==> config.mk <==
export PLATFORM = sky130hd
export DESIGN_NAME = imm_gen_pipe_flat
export DESIGN_NICKNAME = d
export VERILOG_FILES = /design/src/rtl/imm_gen_if.sv /design/src/rtl/imm_gen_pipe.sv /design/src/flat_wrapper.sv
export SDC_FILE = /design/constraint.sdc
export NUM_CORES = 1
export LEC_CHECK = 0
export ABC_AREA = 0
export BUFFER_PORTS_ARGS = -buffer_cell sky130_fd_sc_hd__buf_2
export CORE_MARGIN = 8
export CORE_UTILIZATION = 54
export DETAILED_ROUTE_END_ITERATION = 7
export HOLD_SLACK_MARGIN = 0.12
export MAX_ROUTING_LAYER = met4
export PLACE_DENSITY = 0.8
export SLEW_MARGIN = 20
export SYNTH_ARGS = -nofsm -noshare
export SYNTH_HDL_FRONTEND = slang
export SYNTH_SLANG_ARGS = --single-unit
==> constraint.sdc <==
create_clock -name clk -period 2.1 [get_ports clk]
set_input_delay 0.21 -clock clk [delete_from_list [all_inputs] [get_ports clk]]
set_output_delay 0.21 -clock clk [all_outputs]
set_load 0.01 [all_outputs]
==> src/rtl/imm_gen_if.sv <==
// Decode-stage immediate generator bus: instruction in, extended immediate out.
// Optional out_illegal exists only when IMM_ILLEGAL_CHK_EN is defined.
interface imm_gen_if #(
   parameter int XLEN  = 32,
   parameter int TAG_W = 32
);
   // Handshake: a side holding valid keeps its payload stable until the beat
   // where valid && ready are both high at a rising clk edge; that edge is the transfer.
   logic              in_valid;
   logic              in_ready;
   logic [31:0]       in_instr;
   logic [2:0]        in_imm_src;
   logic [TAG_W-1:0]  in_tag;
   logic              out_valid;
   logic              out_ready;
   logic [XLEN-1:0]   out_imm;
   logic [2:0]        out_fmt;
   logic [TAG_W-1:0]  out_tag;
`ifdef IMM_ILLEGAL_CHK_EN
   logic              out_illegal;

   modport master (
      output in_valid, in_instr, in_imm_src, in_tag, out_ready,
      input  in_ready, out_valid, out_imm, out_fmt, out_tag, out_illegal
   );
   modport slave (
      input  in_valid, in_instr, in_imm_src, in_tag, out_ready,
      output in_ready, out_valid, out_imm, out_fmt, out_tag, out_illegal
   );
`else
   modport master (
      output in_valid, in_instr, in_imm_src, in_tag, out_ready,
      input  in_ready, out_valid, out_imm, out_fmt, out_tag
   );
   modport slave (
      input  in_valid, in_instr, in_imm_src, in_tag, out_ready,
      output in_ready, out_valid, out_imm, out_fmt, out_tag
   );
`endif
endinterface

==> src/rtl/imm_gen_pipe.sv <==
// Pipelined immediate generator with a 2-entry output skid buffer.
// Optional illegal-format flag enabled by defining IMM_ILLEGAL_CHK_EN.
module imm_gen_pipe #(
   parameter int XLEN            = 32,
   parameter int TAG_W           = 32,
   parameter int FMT_FROM_OPCODE = 0
) (
   input  logic       clk,
   input  logic       rst,
   input  logic       flush,
   imm_gen_if.slave   bus,
   output logic [1:0] dbg_state
);
   localparam logic [2:0] FMT_I    = 3'b000;
   localparam logic [2:0] FMT_S    = 3'b001;
   localparam logic [2:0] FMT_B    = 3'b010;
   localparam logic [2:0] FMT_J    = 3'b011;
   localparam logic [2:0] FMT_U    = 3'b100;
   localparam logic [2:0] FMT_Z    = 3'b101;
   localparam logic [2:0] FMT_NONE = 3'b110;

   typedef enum logic [1:0] {
      ST_EMPTY = 2'd0,
      ST_ONE   = 2'd1,
      ST_TWO   = 2'd2
   } state_t;

   function automatic logic [2:0] decode_fmt(input logic [31:0] instr);
      logic [2:0] f;
      f = FMT_NONE;
      case (instr[6:0])
         7'b0010011, 7'b0000011, 7'b1100111: f = FMT_I;
         7'b1110011:                         f = instr[14] ? FMT_Z : FMT_I;
         7'b0100011:                         f = FMT_S;
         7'b1100011:                         f = FMT_B;
         7'b1101111:                         f = FMT_J;
         7'b0110111, 7'b0010111:             f = FMT_U;
         7'b0011011:                         f = (XLEN == 64) ? FMT_I : FMT_NONE;
         default:                            f = FMT_NONE;
      endcase
      return f;
   endfunction

   // Built at 64 bits and truncated so XLEN=32 needs no zero-width replication.
   function automatic logic [XLEN-1:0] gen_imm(input logic [31:0] instr, input logic [2:0] fmt);
      logic [63:0] ext;
      logic [31:0] s32;
      s32 = {32{instr[31]}};
      case (fmt)
         FMT_I:   ext = {s32, {20{instr[31]}}, instr[31:20]};
         FMT_S:   ext = {s32, {20{instr[31]}}, instr[31:25], instr[11:7]};
         FMT_B:   ext = {s32, {20{instr[31]}}, instr[7], instr[30:25], instr[11:8], 1'b0};
         FMT_J:   ext = {s32, {12{instr[31]}}, instr[19:12], instr[20], instr[30:21], 1'b0};
         FMT_U:   ext = {s32, instr[31:12], 12'b0};
         FMT_Z:   ext = {59'b0, instr[19:15]};
         default: ext = 64'b0;
      endcase
      return ext[XLEN-1:0];
   endfunction

   state_t           state;
   logic             in_rdy_q;
   logic             out_vld_q;
   logic [XLEN-1:0]  out_imm_q;
   logic [2:0]       out_fmt_q;
   logic [TAG_W-1:0] out_tag_q;
   logic [XLEN-1:0]  sk_imm;
   logic [2:0]       sk_fmt;
   logic [TAG_W-1:0] sk_tag;

   logic [2:0]       dec_fmt;
   logic [2:0]       sel_fmt;
   logic [XLEN-1:0]  new_imm;
   logic             in_xfer;
   logic             out_xfer;

   always_comb begin
      dec_fmt  = decode_fmt(bus.in_instr);
      sel_fmt  = (FMT_FROM_OPCODE != 0) ? dec_fmt : bus.in_imm_src;
      new_imm  = gen_imm(bus.in_instr, sel_fmt);
      in_xfer  = bus.in_valid && in_rdy_q;
      out_xfer = out_vld_q && bus.out_ready;
   end

`ifdef IMM_ILLEGAL_CHK_EN
   logic out_ill_q;
   logic sk_ill;
   logic new_ill;

   always_comb begin
      new_ill = (sel_fmt[2:1] == 2'b11) || (bus.in_instr[1:0] != 2'b11) ||
                ((FMT_FROM_OPCODE == 0) && (bus.in_imm_src != dec_fmt));
   end

   assign bus.out_illegal = out_ill_q;
`endif

   // in_ready is a register so it never combinationally follows out_ready.
   always_ff @(posedge clk) begin
      if (rst) begin
         state     <= ST_EMPTY;
         in_rdy_q  <= 1'b1;
         out_vld_q <= 1'b0;
         out_imm_q <= '0;
         out_fmt_q <= FMT_NONE;
         out_tag_q <= '0;
         sk_imm    <= '0;
         sk_fmt    <= FMT_NONE;
         sk_tag    <= '0;
`ifdef IMM_ILLEGAL_CHK_EN
         out_ill_q <= 1'b0;
         sk_ill    <= 1'b0;
`endif
      end else if (flush) begin
         state     <= ST_EMPTY;
         in_rdy_q  <= 1'b1;
         out_vld_q <= 1'b0;
      end else begin
         case (state)
            ST_EMPTY: begin
               if (in_xfer) begin
                  out_imm_q <= new_imm;
                  out_fmt_q <= sel_fmt;
                  out_tag_q <= bus.in_tag;
`ifdef IMM_ILLEGAL_CHK_EN
                  out_ill_q <= new_ill;
`endif
                  out_vld_q <= 1'b1;
                  state     <= ST_ONE;
               end
            end
            ST_ONE: begin
               if (in_xfer && !out_xfer) begin
                  sk_imm   <= new_imm;
                  sk_fmt   <= sel_fmt;
                  sk_tag   <= bus.in_tag;
`ifdef IMM_ILLEGAL_CHK_EN
                  sk_ill   <= new_ill;
`endif
                  in_rdy_q <= 1'b0;
                  state    <= ST_TWO;
               end else if (in_xfer) begin
                  out_imm_q <= new_imm;
                  out_fmt_q <= sel_fmt;
                  out_tag_q <= bus.in_tag;
`ifdef IMM_ILLEGAL_CHK_EN
                  out_ill_q <= new_ill;
`endif
               end else if (out_xfer) begin
                  out_vld_q <= 1'b0;
                  state     <= ST_EMPTY;
               end
            end
            ST_TWO: begin
               if (out_xfer) begin
                  out_imm_q <= sk_imm;
                  out_fmt_q <= sk_fmt;
                  out_tag_q <= sk_tag;
`ifdef IMM_ILLEGAL_CHK_EN
                  out_ill_q <= sk_ill;
`endif
                  in_rdy_q  <= 1'b1;
                  state     <= ST_ONE;
               end
            end
            default: begin
               state     <= ST_EMPTY;
               in_rdy_q  <= 1'b1;
               out_vld_q <= 1'b0;
            end
         endcase
      end
   end

   assign bus.in_ready  = in_rdy_q;
   assign bus.out_valid = out_vld_q;
   assign bus.out_imm   = out_imm_q;
   assign bus.out_fmt   = out_fmt_q;
   assign bus.out_tag   = out_tag_q;
   assign dbg_state     = state;
endmodule

==> src/flat_wrapper.sv <==
// flat-port wrapper written by rule: the top's interface ports become plain ports
module imm_gen_pipe_flat 
#(
   parameter int XLEN            = 32,
   parameter int TAG_W           = 32,
   parameter int FMT_FROM_OPCODE = 0
)
  (clk, rst, flush, dbg_state, bus_in_valid, bus_in_instr, bus_in_imm_src, bus_in_tag, bus_out_ready, bus_in_ready, bus_out_valid, bus_out_imm, bus_out_fmt, bus_out_tag);
  imm_gen_if #(.XLEN(XLEN), .TAG_W(TAG_W)) bus_i ();
  input  logic clk;
  input  logic rst;
  input  logic flush;
  output logic [1:0] dbg_state;
  input wire logic [$bits(bus_i.in_valid)-1:0] bus_in_valid;
  input wire logic [$bits(bus_i.in_instr)-1:0] bus_in_instr;
  input wire logic [$bits(bus_i.in_imm_src)-1:0] bus_in_imm_src;
  input wire logic [$bits(bus_i.in_tag)-1:0] bus_in_tag;
  input wire logic [$bits(bus_i.out_ready)-1:0] bus_out_ready;
  output wire logic [$bits(bus_i.in_ready)-1:0] bus_in_ready;
  output wire logic [$bits(bus_i.out_valid)-1:0] bus_out_valid;
  output wire logic [$bits(bus_i.out_imm)-1:0] bus_out_imm;
  output wire logic [$bits(bus_i.out_fmt)-1:0] bus_out_fmt;
  output wire logic [$bits(bus_i.out_tag)-1:0] bus_out_tag;
  assign bus_i.in_valid = bus_in_valid;
  assign bus_i.in_instr = bus_in_instr;
  assign bus_i.in_imm_src = bus_in_imm_src;
  assign bus_i.in_tag = bus_in_tag;
  assign bus_i.out_ready = bus_out_ready;
  assign bus_in_ready = bus_i.in_ready;
  assign bus_out_valid = bus_i.out_valid;
  assign bus_out_imm = bus_i.out_imm;
  assign bus_out_fmt = bus_i.out_fmt;
  assign bus_out_tag = bus_i.out_tag;
  imm_gen_pipe #(.XLEN(XLEN), .TAG_W(TAG_W), .FMT_FROM_OPCODE(FMT_FROM_OPCODE)) u_core (.clk(clk), .rst(rst), .flush(flush), .bus(bus_i), .dbg_state(dbg_state));
endmodule
After elaboration in Yosys (flattened, before gate mapping)
Cells that the tools add are included.
{ "word_totals": {"ff_bits": 138, "input_bits": 72, "out_inout_bits": 71, "elab_cells": 67} }
{ "op_classes": {"n_eq_ne": 15, "n_mux": 27, "bitwise_logic": 3, "n_reduce_logical": 13} }
{ "ops": {"columns": ["operator", "count"], "rows": [
  ["32-bit 2-to-1 mux", 6],
  ["32-bit one-hot mux with 3 select lines", 2],
  ["32-bit one-hot mux with 6 select lines", 1],
  ["2-bit 2-to-1 mux", 5],
  ["3-bit 2-to-1 mux", 3],
  ["3-bit one-hot mux with 3 select lines", 1],
  ["2-bit by 1-bit inequality test with 1-bit output (second input constant)", 4],
  ["4-bit AND reduction", 2],
  ["3-bit by 2-bit == test with 1-bit output (second input constant)", 2],
  ["3-bit == test (second input constant)", 2],
  ["1-bit 2-to-1 mux", 6],
  ["1-bit one-hot mux with 3 select lines", 2],
  ["2-bit one-hot mux with 3 select lines", 1],
  ["3-bit AND reduction", 2],
  ["5-bit AND reduction", 1],
  ["2-bit inequality test (second input constant)", 2],
  ["3-bit by 1-bit == test with 1-bit output (second input constant)", 1],
  ["1-bit logical AND", 3],
  ["3-bit logical NOT", 1],
  ["3-bit by 1-bit inequality test with 1-bit output (second input constant)", 1],
  ["3-bit inequality test (second input constant)", 1],
  ["1-bit NOT", 3],
  ["3-bit nonzero test", 1],
  ["2-bit by 1-bit == test with 1-bit output (second input constant)", 1],
  ["other kinds (4)", 4]
]} }

Logic depth before layout (Yosys ltp)
Gate-level depths: netlist of the first run.
{ "depth": {"ltp_word": 5, "ltp_mapped": 6, "depth_no_buf": 4} }

Worst setup path after synthesis of the first run
Ideal clock, no wire load.
{ "synth_timing": {"path_type": "register to register", "startpoint": "register u_core.state[0], in the netlist u_core.dbg_state[0]", "endpoint": "register u_core.out_tag_q[21], in the netlist u_core.bus.out_tag[21]", "setup_time_ns": 0.147, "arrival_time_ns": 1.423, "required_ns": 1.953, "setup_slack_ns": 0.531, "stages_incl_launch_ff": 7, "n_path_buf": 2, "synth_period_minus_slack_ns": 1.569, "path_cell_list": "dfxtp_1 -> a21bo_2 -> a22o_4 -> buf_6 -> buf_4 -> nor2_1 -> a311oi_2"} }
{ "synth_between": {"elab_chain_cells": 3, "elab_cells_between_ends": 8, "classes_between": "eq/ne (4); mux (1); reduce/logical (3)"} }
{ "synth_lines": {"columns": ["element", "line", "text"], "rows": [
  ["start, declared", "imm_gen_pipe.sv:61", "state_t state;"],
  ["start signal, assigned", "imm_gen_pipe.sv:101", "state <= ST_EMPTY;"],
  ["start signal, assigned", "imm_gen_pipe.sv:115", "state <= ST_EMPTY;"],
  ["start signal, assigned", "imm_gen_pipe.sv:129", "state <= ST_ONE;"],
  ["2-bit == test, or another cell as far along", "imm_gen_pipe.sv:119", "case (state)"],
  ["2-bit by 1-bit inequality test with 1-bit output (no source line), or another cell as far along", null, null],
  ["4-bit AND reduction (no source line)", null, null],
  ["end signal, assigned", "imm_gen_pipe.sv:124", "out_tag_q <= bus.in_tag;"],
  ["end signal, assigned", "imm_gen_pipe.sv:145", "out_tag_q <= bus.in_tag;"],
  ["end signal, assigned", "imm_gen_pipe.sv:158", "out_tag_q <= sk_tag;"],
  ["end, declared", "imm_gen_pipe.sv:66", "logic [TAG_W-1:0] out_tag_q;"]
]} }
Parallel ways exist; a longest one is shown, timed or not.
A chain may end at the register's enable or synchronous reset.

Worst setup path after layout of the first run
{ "layout_timing": {"startpoint": "input port flush", "endpoint": "register u_core.out_tag_q[28], in the netlist u_core.bus.out_tag[28]"} }
{ "layout_between": {"elab_chain_cells": 2} }
{ "layout_lines": {"columns": ["element", "line", "text"], "rows": [
  ["start, declared", "flat_wrapper.sv:12", "input logic flush;"],
  ["1-bit NOT (no source line)", null, null],
  ["4-bit AND reduction (no source line)", null, null]
]} }
No other way between the ends.

==> out/results.ini, run 1 <==
[clock_network]
cts_root_buffer = clkbuf_16
cts_resized = 0
cts_buffers = 17
cts_tree = built
cts_buffer_depth = 2
cts_setup_buffers = 0
worst_skew_pair.late_latency_ns = 0.42
clk_pin_slew_worst_paths_ns = 0.06
clkSinkCount = 138
cts_max_level = 4
hold_buffers = 41

[setup_path]
crit_path_start_kind = input pin
path_delay_family = buffers and inverters
crit_fanout = 36
worstPathArrival_ns = 2.23
worst-path-buf-inv = 3
crit_path_max_incr_delay_ns = 0.53
crit_chain = dlygate4sd3_1, buf_2, and4bb_4, a22o_4, buf_4, nor2_1, a311oi_2
worst_ep_required_time_ns = 2.43
crit_type = in2reg
cpMaxStageDelayCell = dlygate4sd3_1
endpoint_kind = register

[power]
peakVddDrop_mv = 1.33
p_leak_nw = 3.34
power_density_mw_per_mm2 = 861

[synth]
synthXorXnorAreaFrac_pct = 0.137
synthAdderAreaFrac_pct = 0
muxShareOfSynthArea_pct = 1.73
synth_compound_area_share_pct = 22.5
yosysUniqueCellTypes = 44
synth_edf_count = 0
ys.flop_type = dfxtp_1
synth_top_area_share_pct = 43.4
async_flop_share_pct = 0
ys_ff_latch = 138
synth_top_family_by_area = simple AND/OR/NAND/NOR gates
synth_area_leader_cell = dfxtp_1
netlist_area_mm2 = 0.00637
synth_nets = 832
yosys_warnings = 0
yosys-top-cells-area = dfxtp_1 43%, nand2_1 9.7%, a311oi_2 8.0%
syn_inst = 760
avgSynthCellArea_um2 = 8.38
ys_seq_area_share_pct = 43.4
synthSimpleGateAreaFrac_pct = 26.5

[detailed_routing]
drtAntennaViolNets = 0
finalWirelength_um = 17300
avgRoutedWirePerCell_um = 16.3
drt_iter0_drc = 541
viasPerCell = 5.63
num_vias = 5978
drc = 0
first_pass_iters = 4

[timing]
fin_crit_ns = 1.91
rsz0062_at_grt = no
clock_skew_ns = 0.00797
setup_viol = 0
hold_viol_final = 0
max_freq_mhz = 524
min_period_over_period_pct = 90.8
worst_pin_slew_ns = 0.810
maxSlewHeadroom_pct = 46.0
drv_slew = 0
setup_tns_ns = 0
setup_ws_ns = 0.193

[grt]
grtUsageTotal_pct = 22.3
antenna_found_initial = 1
gr-total-overflow = 0
first_global_vias = 5647
grt_pass1_wl_um = 28000
grt_max_degree = 73

[floorplan]
die_w_um = 125
start_util_pct = 55.6
rows = 39
die_h_um = 125
ios = 143
core-area_mm2 = 0.0115
dieArea_mm2 = 0.0155

[place]
dpl.hpwl_um = 10500
gp_congestion = 0.843
post-place-ws_ns = 0.261
io_buffers = 135

[flow_run]
drv_cap = 0

[layout]
areaGrowthSynthToFinish_pct = 29.0
post-route-util_pct = 71.7
nets = 976
drive_gt1_share_pct = 26.6

[worst_hold_path]
hold_class = in2reg

[run_status]
outcome = complete, no violations

layout by cell type (no fill, tap or decap), types with 9 or more instances in the layout:
cell / synthesis / final
nor2_1: 95 / 95
a311oi_2: 34 / 34
a21oi_1: 61 / 61
nand2_1: 165 / 164
dfxtp_1: 138 / 138
o21ai_0: 11 / 11
dlygate4sd3_1: 0 / 41
a211oi_1: 13 / 13
buf_4: 9 / 13
nand2b_1: 11 / 10
nand3b_1: 22 / 22
o221ai_1: 10 / 10
buf_2: 19 / 134
mux2i_1: 11 / 11
o41ai_1: 9 / 9
nor3_1: 47 / 47
clkbuf_16: 0 / 17
flip-flops by register name, summed over array words and instances (netlist names):
signal	cells
u_core.bus.out_imm	32
u_core.bus.out_tag	32
u_core.sk_imm	32
u_core.sk_tag	32
u_core.bus.out_fmt	3
u_core.sk_fmt	3
u_core.dbg_state	2
u_core.bus.in_ready	1
u_core.bus.out_valid	1
logic make-up after synthesis:
kind of cell / after synthesis
compound gates: 167
buf+inv: 71
mux: 11
xor+xnor: 1
flops: 138
simple gates: 372
metrics by stage:
step	hold slack [ns]	instance area, um^2	instances	power (W)
after floorplan	0.301	6370	760	0.00335
after global placement	0.438	7120	987	0.00360
after detailed placement	0.441	7120	987	0.00362
after CTS	0.132	8220	1060	0.00711
after global routing	0.151	8220	1061	0.00733
final	0.159	8220	1061	0.00708
tightest hold or removal path: cells and delay by family:
family / cells / cell delay, ns
AO/OA/AOI/OAI: 1 / 0.05
buffers and inverters: 1 / 0.18
AND/OR/NAND/NOR: 1 / 0.08
metal layers:
metal  vias to the layer above  wire (um)  track usage, %
li1                       2953          -               -
met1                      2787       7740            27.2
met2                       210       8230            34.5
met3                        28        985            6.04
met4                         0        333            8.29
met5                         -          0               -
cell type report:
class | instances | area (um^2)
fill | 879 | 3250
clock buffer | 21 | 470
multi-input combinational | 551 | 3250
sequential | 138 | 2760
clock inverter | 11 | 214
timing repair buffer | 196 | 1340
tap | 143 | 179
antenna | 1 | 2.50
final timing paths:
check	slack, ns	depth (start not counted)	endpoint	startpoint
setup / recovery	0.19	7	u_core.bus.out_tag[28]	flush
hold / removal	0.16	3	u_core.sk_fmt[0]	bus_in_imm_src[0]
setup reg to reg	0.27	5	u_core.bus.out_tag[28]	u_core.dbg_state[1]
hold reg to reg	0.45	2	u_core.bus.out_imm[24]	u_core.bus.out_imm[24]
cells in the mapped netlist, types with 2 or more instances:
cell	instances
o221ai_1	10
a21oi_1	61
buf_4	9
nand3_1	3
nor3b_1	6
mux2i_1	11
o41ai_1	9
nand2_1	165
nor2_1	95
a211oi_2	2
buf_2	19
nand4b_1	4
nand2b_1	11
a31o_2	8
dfxtp_1	138
nand3b_1	22
o21ai_0	11
o41ai_2	3
a211o_1	7
clkbuf_1	36
buf_6	6
nor2b_1	3
and2_1	8
nor3_1	47
nor3b_2	2
a311oi_2	34
a211oi_1	13
power breakdown:
part / internal (W) / total [W] / switching (W)
Sequential: 0.00273 / 0.00279 / 0.0000571
Clock: 0.00232 / 0.00345 / 0.00113
Combinational: 0.000373 / 0.000847 / 0.000474
Total: 0.00542 / 0.00708 / 0.00166
Power figures use the tool's default switching activity.
==> inputs of run 2 (changes only) <==
Settings changed: CORE_UTILIZATION 54 to 55, PLACE_DENSITY 0.8 to 0.81.
Clock period 2.1 ns to 2.2 ns, I/O delays scaled along.
==> out/results.ini, run 2 (synthesized netlist as in run 1, its figures left out) <==
[run_status]
outcome = complete, no violations  ; unchanged

[detailed_routing]
finalWirelength_um = 17300  ; about the same
first_pass_iters = 5  ; was 4
num_vias = 6028  ; was 5978
viasPerCell = 5.71  ; was 5.63
drc = 0  ; unchanged
drt_iter0_drc = 556  ; was 541
avgRoutedWirePerCell_um = 16.4  ; was 16.3 um
drtAntennaViolNets = 0  ; unchanged

[place]
gp_congestion = 0.901  ; was 0.843
placed_cells = 981  ; was 987
dpl.hpwl_um = 10500  ; about the same
io_buffers = 135  ; unchanged

[layout]
nets = 971  ; was 976
antenna_cells = 0  ; was 1
layout_commonest_cell = nand2_1  ; unchanged
post-route-util_pct = 71.2  ; was 71.7%
instances_no_fill = 1055  ; was 1061
drive_gt1_share_pct = 25.9  ; was 26.6%
final.fill_count = 885  ; was 879
areaGrowthSynthToFinish_pct = 27.1  ; was 29.0%
layout_common_cells = 164 x nand2_1, 138 x dfxtp_1, 134 x buf_2  ; unchanged

[timing]
fin_crit_ns = 1.88
clock_skew_ns = 0.00586  ; was 0.00797 ns
min_period_over_period_pct = 85.4
rsz0062_at_grt = no  ; unchanged
drv_slew = 0  ; unchanged
hold_viol_final = 0  ; unchanged
setup_tns_ns = 0  ; unchanged
setup_viol = 0  ; unchanged
max_freq_mhz = 532
worst_pin_slew_ns = 0.667  ; was 0.810 ns
maxSlewHeadroom_pct = 55.5  ; was 46.0%
whs_ns = 0.203  ; was 0.159 ns

[setup_path]
crit_path_start_kind = register  ; was input pin
worstPathArrival_ns = 2.21  ; was 2.23 ns
r2r_end = u_core.bus.out_imm[0]  ; was u_core.bus.out_tag[28]
critPathLaunch = u_core.bus.out_valid  ; was flush
r2r-start = u_core.bus.out_valid  ; was u_core.dbg_state[1]
worst_ep_required_time_ns = 2.53  ; was 2.43 ns
worst_r2r_path_depth = 4  ; was 5
crit_path_max_incr_delay_ns = 0.61  ; was 0.53 ns
endpoint_kind = register  ; unchanged
rrSetupSlack_ns = 0.32  ; was 0.27 ns
crit_type = reg2reg  ; was in2reg
cpMaxStageDelayCell = a22o_4  ; was dlygate4sd3_1
crit_fanout = 42  ; was 36
crit_path_end = u_core.bus.out_imm[0]  ; was u_core.bus.out_tag[28]
crit_chain = and3b_1, a22o_4, nor2_1, a211oi_2  ; was dlygate4sd3_1, buf_2, and4bb_4, a22o_4, buf_4, nor2_1, a311oi_2

[grt]
antenna_found_initial = 0  ; was 1
grt_pass1_wl_um = 27200  ; was 28000 um
first_global_vias = 5757  ; was 5647
grtUsageTotal_pct = 22.7  ; was 22.3%
gr-total-overflow = 0  ; unchanged
grt_max_degree = 85  ; was 73

[clock_network]
clk_pin_slew_worst_paths_ns = 0.05  ; was 0.06 ns
cts_buffer_depth = 2  ; unchanged
cts_setup_buffers = 0  ; unchanged
cts_root_buffer = clkbuf_16  ; unchanged
worst_skew_pair.late_latency_ns = 0.42  ; about the same
cts_max_level = 4  ; unchanged
cts_buffers = 17  ; unchanged
cts_tree = built  ; unchanged
clkSinkCount = 138  ; unchanged

[floorplan]
die_w_um = 124  ; was 125 um
start_util_pct = 56.0  ; was 55.6%
ios = 143  ; unchanged
core-area_mm2 = 0.0114  ; was 0.0115 mm^2
rows = 39  ; unchanged
dieArea_mm2 = 0.0153  ; was 0.0155 mm^2
die_h_um = 124  ; was 125 um

[flow_run]
drv_cap = 0  ; unchanged

[power]
power_density_mw_per_mm2 = 774  ; was 861 mW/mm^2
p_leak_nw = 3.27  ; was 3.34 nW
peakVddDrop_mv = 0.615  ; was 1.33 mV

[worst_hold_path]
hold_class = in2reg  ; unchanged

[run 2: how the worst min path moves through the flow]
stage                                start                endpoint  slack (ns)  cells past startpoint
floorplan                            flush     u_core.dbg_state[1]        0.31                      1
global placement         u_core.sk_imm[11]       u_core.sk_imm[11]        0.44                      2
detailed placement  u_core.bus.out_imm[24]  u_core.bus.out_imm[24]        0.44                      2
CTS                           bus_in_valid     u_core.bus.in_ready        0.18                      4
global route                  bus_in_valid     u_core.bus.in_ready        0.21                      4
finish                        bus_in_valid     u_core.bus.in_ready        0.20                      4
[run 2: metal layers]
metal | up-vias | share of wire, % | global-route usage (%)
met5 | - | 0 | -
met4 | 0 | 1.7 | 7.75
met3 | 31 | 6.2 | 5.17
met2 | 204 | 48 | 36.4
met1 | 2840 | 44 | 27.7
li1 | 2953 | - | -
[run 2: worst max-delay path, delay by kind of cell, from the launching register on]
family	cells	cell delay (ns)
simple gates	2	0.50
compound gates	2	0.82
flops	1	0.46
[run 2: layout make-up]
class / instances / area (um^2) / area share [%]
Timing Repair Buffer: 190 / 1290 / 16.0
Tap cell: 143 / 179 / 2.21
Clock inverter: 6 / 86.3 / 1.07
Clock buffer: 26 / 499 / 6.16
Sequential cell: 138 / 2760 / 34.1
Multi-Input combinational cell: 552 / 3280 / 40.5
[run 2: repair_timing]
action / 4_1_cts / 5_1_grt
cloned: 0 / 1
resized for setup: 1 / 1
hold buffers: 41 / 0
endpoints found under the hold margin: 73 / 0
endpoints found under the setup margin: 1 / 40
[run 2: power breakdown]
group	switching [W]	internal (W)	total (W)
combinational	0.000456	0.000346	0.000803
clock	0.00102	0.00179	0.00280
sequential	0.0000564	0.00261	0.00266
[run 2: per-stage QoR]
step / power [W] / setup slack [ns] / instance area [um^2]
after floorplan: 0.00319 / 0.631 / 6370
after global placement: 0.00343 / 0.0335 / 7080
after detailed placement: 0.00344 / 0.00239 / 7080
after CTS: 0.00629 / 0.00607 / 8080
after global routing: 0.00650 / 0.196 / 8100
final: 0.00627 / 0.320 / 8100
==> inputs of run 3 (changes only) <==
Settings changed: CORE_UTILIZATION 55 to 40, HOLD_SLACK_MARGIN 0.12 to 0.06, PLACE_DENSITY 0.81 to not set.
==> out/results.ini, run 3 (synthesized netlist as in run 1, its figures left out) <==
[place]
post-place-ws_ns = 0.0588  ; was 0.00239 ns
io_buffers = 135  ; unchanged
dpl.hpwl_um = 11000  ; was 10500 um
gp_congestion = 0.795  ; was 0.901

[grt]
grt_util_met3_pct = 3.89  ; was 5.17%
first_global_vias = 5327  ; was 5757
grt_pass1_wl_um = 28100  ; was 27200 um
antenna_found_initial = 0  ; unchanged
grt_max_degree = 85  ; unchanged
met1_usage_pct = 22.9  ; was 27.7%
gr-max-usage-layer = met2  ; unchanged
gr-usage-met2_pct = 27.0  ; was 36.4%
gr-total-overflow = 0  ; unchanged
grtUsageTotal_pct = 17.8  ; was 22.7%

[detailed_routing]
num_vias = 5762  ; was 6028
drc = 0  ; unchanged
first_pass_iters = 5  ; unchanged
avgRoutedWirePerCell_um = 16.0  ; was 16.4 um
finalWirelength_um = 18000  ; was 17300 um
viasPerCell = 5.13  ; was 5.71
drtAntennaViolNets = 0  ; unchanged
drt_iter0_drc = 258  ; was 556

[flow_run]
drv_cap = 0  ; unchanged

[floorplan]
rows = 46  ; was 39
ios = 143  ; unchanged
die_h_um = 142  ; was 124 um
dieArea_mm2 = 0.0202  ; was 0.0153 mm^2
core-area_mm2 = 0.0157  ; was 0.0114 mm^2
start_util_pct = 40.6  ; was 56.0%
die_w_um = 142  ; was 124 um

[setup_path]
crit_path_start_kind = register  ; unchanged
worst_ep_required_time_ns = 2.45  ; was 2.53 ns
crit_type = reg2reg  ; unchanged
worstPathArrival_ns = 2.06  ; was 2.21 ns
crit_fanout = 42  ; unchanged
endpoint_kind = register  ; unchanged

[timing]
fin_crit_ns = 1.81  ; was 1.88 ns
maxSlewHeadroom_pct = 52.7  ; was 55.5%
setup_ws_ns = 0.391  ; was 0.320 ns
setup_tns_ns = 0  ; unchanged
worst_pin_slew_ns = 0.710  ; was 0.667 ns
max_freq_mhz = 553  ; was 532 MHz
hold_viol_final = 0  ; unchanged
setup_viol = 0  ; unchanged
clock_skew_ns = 0.0105  ; was 0.00586 ns
drv_slew = 0  ; unchanged
whs_ns = 0.0754  ; was 0.203 ns
min_period_over_period_pct = 82.2  ; was 85.4%
rsz0062_at_grt = no  ; unchanged

[clock_network]
clk_pin_slew_worst_paths_ns = 0.06  ; was 0.05 ns
cts_root_buffer = clkbuf_16  ; unchanged
cts_max_level = 4  ; unchanged
worst_skew_pair.late_latency_ns = 0.42  ; about the same
cts_buffers = 17  ; unchanged
clkSinkCount = 138  ; unchanged
cts_tree = built  ; unchanged
cts_buffer_depth = 2  ; unchanged

[layout]
antenna_cells = 0  ; unchanged
layout_commonest_cell = nand2_1  ; unchanged
multiInputGateArea_mm2 = 0.00327  ; was 0.00328 mm^2
seqCellArea_mm2 = 0.00276  ; unchanged
drive_gt1_share_pct = 26.9  ; was 25.9%
layout_common_cells = 164 x nand2_1, 138 x dfxtp_1, 134 x buf_2  ; unchanged
final.fill_count = 1538  ; was 885
nets = 967  ; was 971
areaGrowthSynthToFinish_pct = 27.4  ; was 27.1%

[power]
power_density_mw_per_mm2 = 778  ; was 774 mW/mm^2
peakVddDrop_mv = 0.567  ; was 0.615 mV
p_leak_nw = 3.26  ; was 3.27 nW

[run_status]
outcome = complete, no violations  ; unchanged

[worst_hold_path]
hold_class = in2reg  ; unchanged

==> run 3: cell count changes in the layout (fill, tap and decap cells not counted), moves of 2 or more <==
cell           previous run  this run
buf_12                    8         6
buf_4                     7        14
clkbuf_1                  5         1
clkinv_2                  2         4
dlygate4sd3_1            41        32
inv_6                     0         2
==> run 3: path summary, 6_finish.rpt <==
check,start,to,slack (ns),cells after the start
setup / recovery,u_core.dbg_state[0],u_core.bus.out_tag[1],0.39,3
hold / removal,bus_in_tag[0],u_core.sk_tag[0],0.08,3
setup reg to reg,u_core.dbg_state[0],u_core.bus.out_tag[1],0.39,3
hold reg to reg,u_core.bus.out_imm[23],u_core.bus.out_imm[23],0.45,2
==> run 3: per-layer routing <==
layer / up-vias / part of all wire, %
met5: - / 0
met4: 0 / 1.1
met3: 15 / 6.0
met2: 159 / 46
met1: 2652 / 47
li1: 2936 / -
==> run 3: layout make-up <==
class,instances,share of cell area [%]
Tap cell,216,3.33
Sequential cell,138,34.0
Clock buffer,22,5.96
Multi-Input combinational cell,552,40.3
Clock inverter,10,1.40
Timing Repair Buffer,186,15.0
==> run 3: repair_timing <==
item                       in CTS  in global routing
hold endpoints to repair       33                  0
gates resized for setup         0                  1
setup buffers                   0                  0
hold buffers                   32                  0
setup endpoints to repair       0                 16
==> run 3: critical path: stages, from the launching register on <==
cell,delay [ns]
dfxtp_1,0.37
and3b_1,0.42
a22o_4,0.64
a311oi_2,0.20
==> run 3: where the power goes <==
group | internal, W | leakage [nW] | switching, W
combinational | 0.000341 | 1.84 | 0.000456
clock | 0.00179 | 0.297 | 0.00107
sequential | 0.00260 | 1.12 | 0.0000517
total | 0.00473 | 3.26 | 0.00158
==> run 3: stage by stage <==
step	total power, W	cell area, um^2	util (%)	std cells
2_1_floorplan	0.00319	6370	-	760
3_3_place_gp	0.00345	7180	45.7	1059
3_5_place_dp	0.00346	7180	45.7	1059
4_1_cts	0.00638	8100	51.6	1123
5_1_grt	0.00659	8120	51.7	1124
6_report	0.00631	8120	51.7	1124
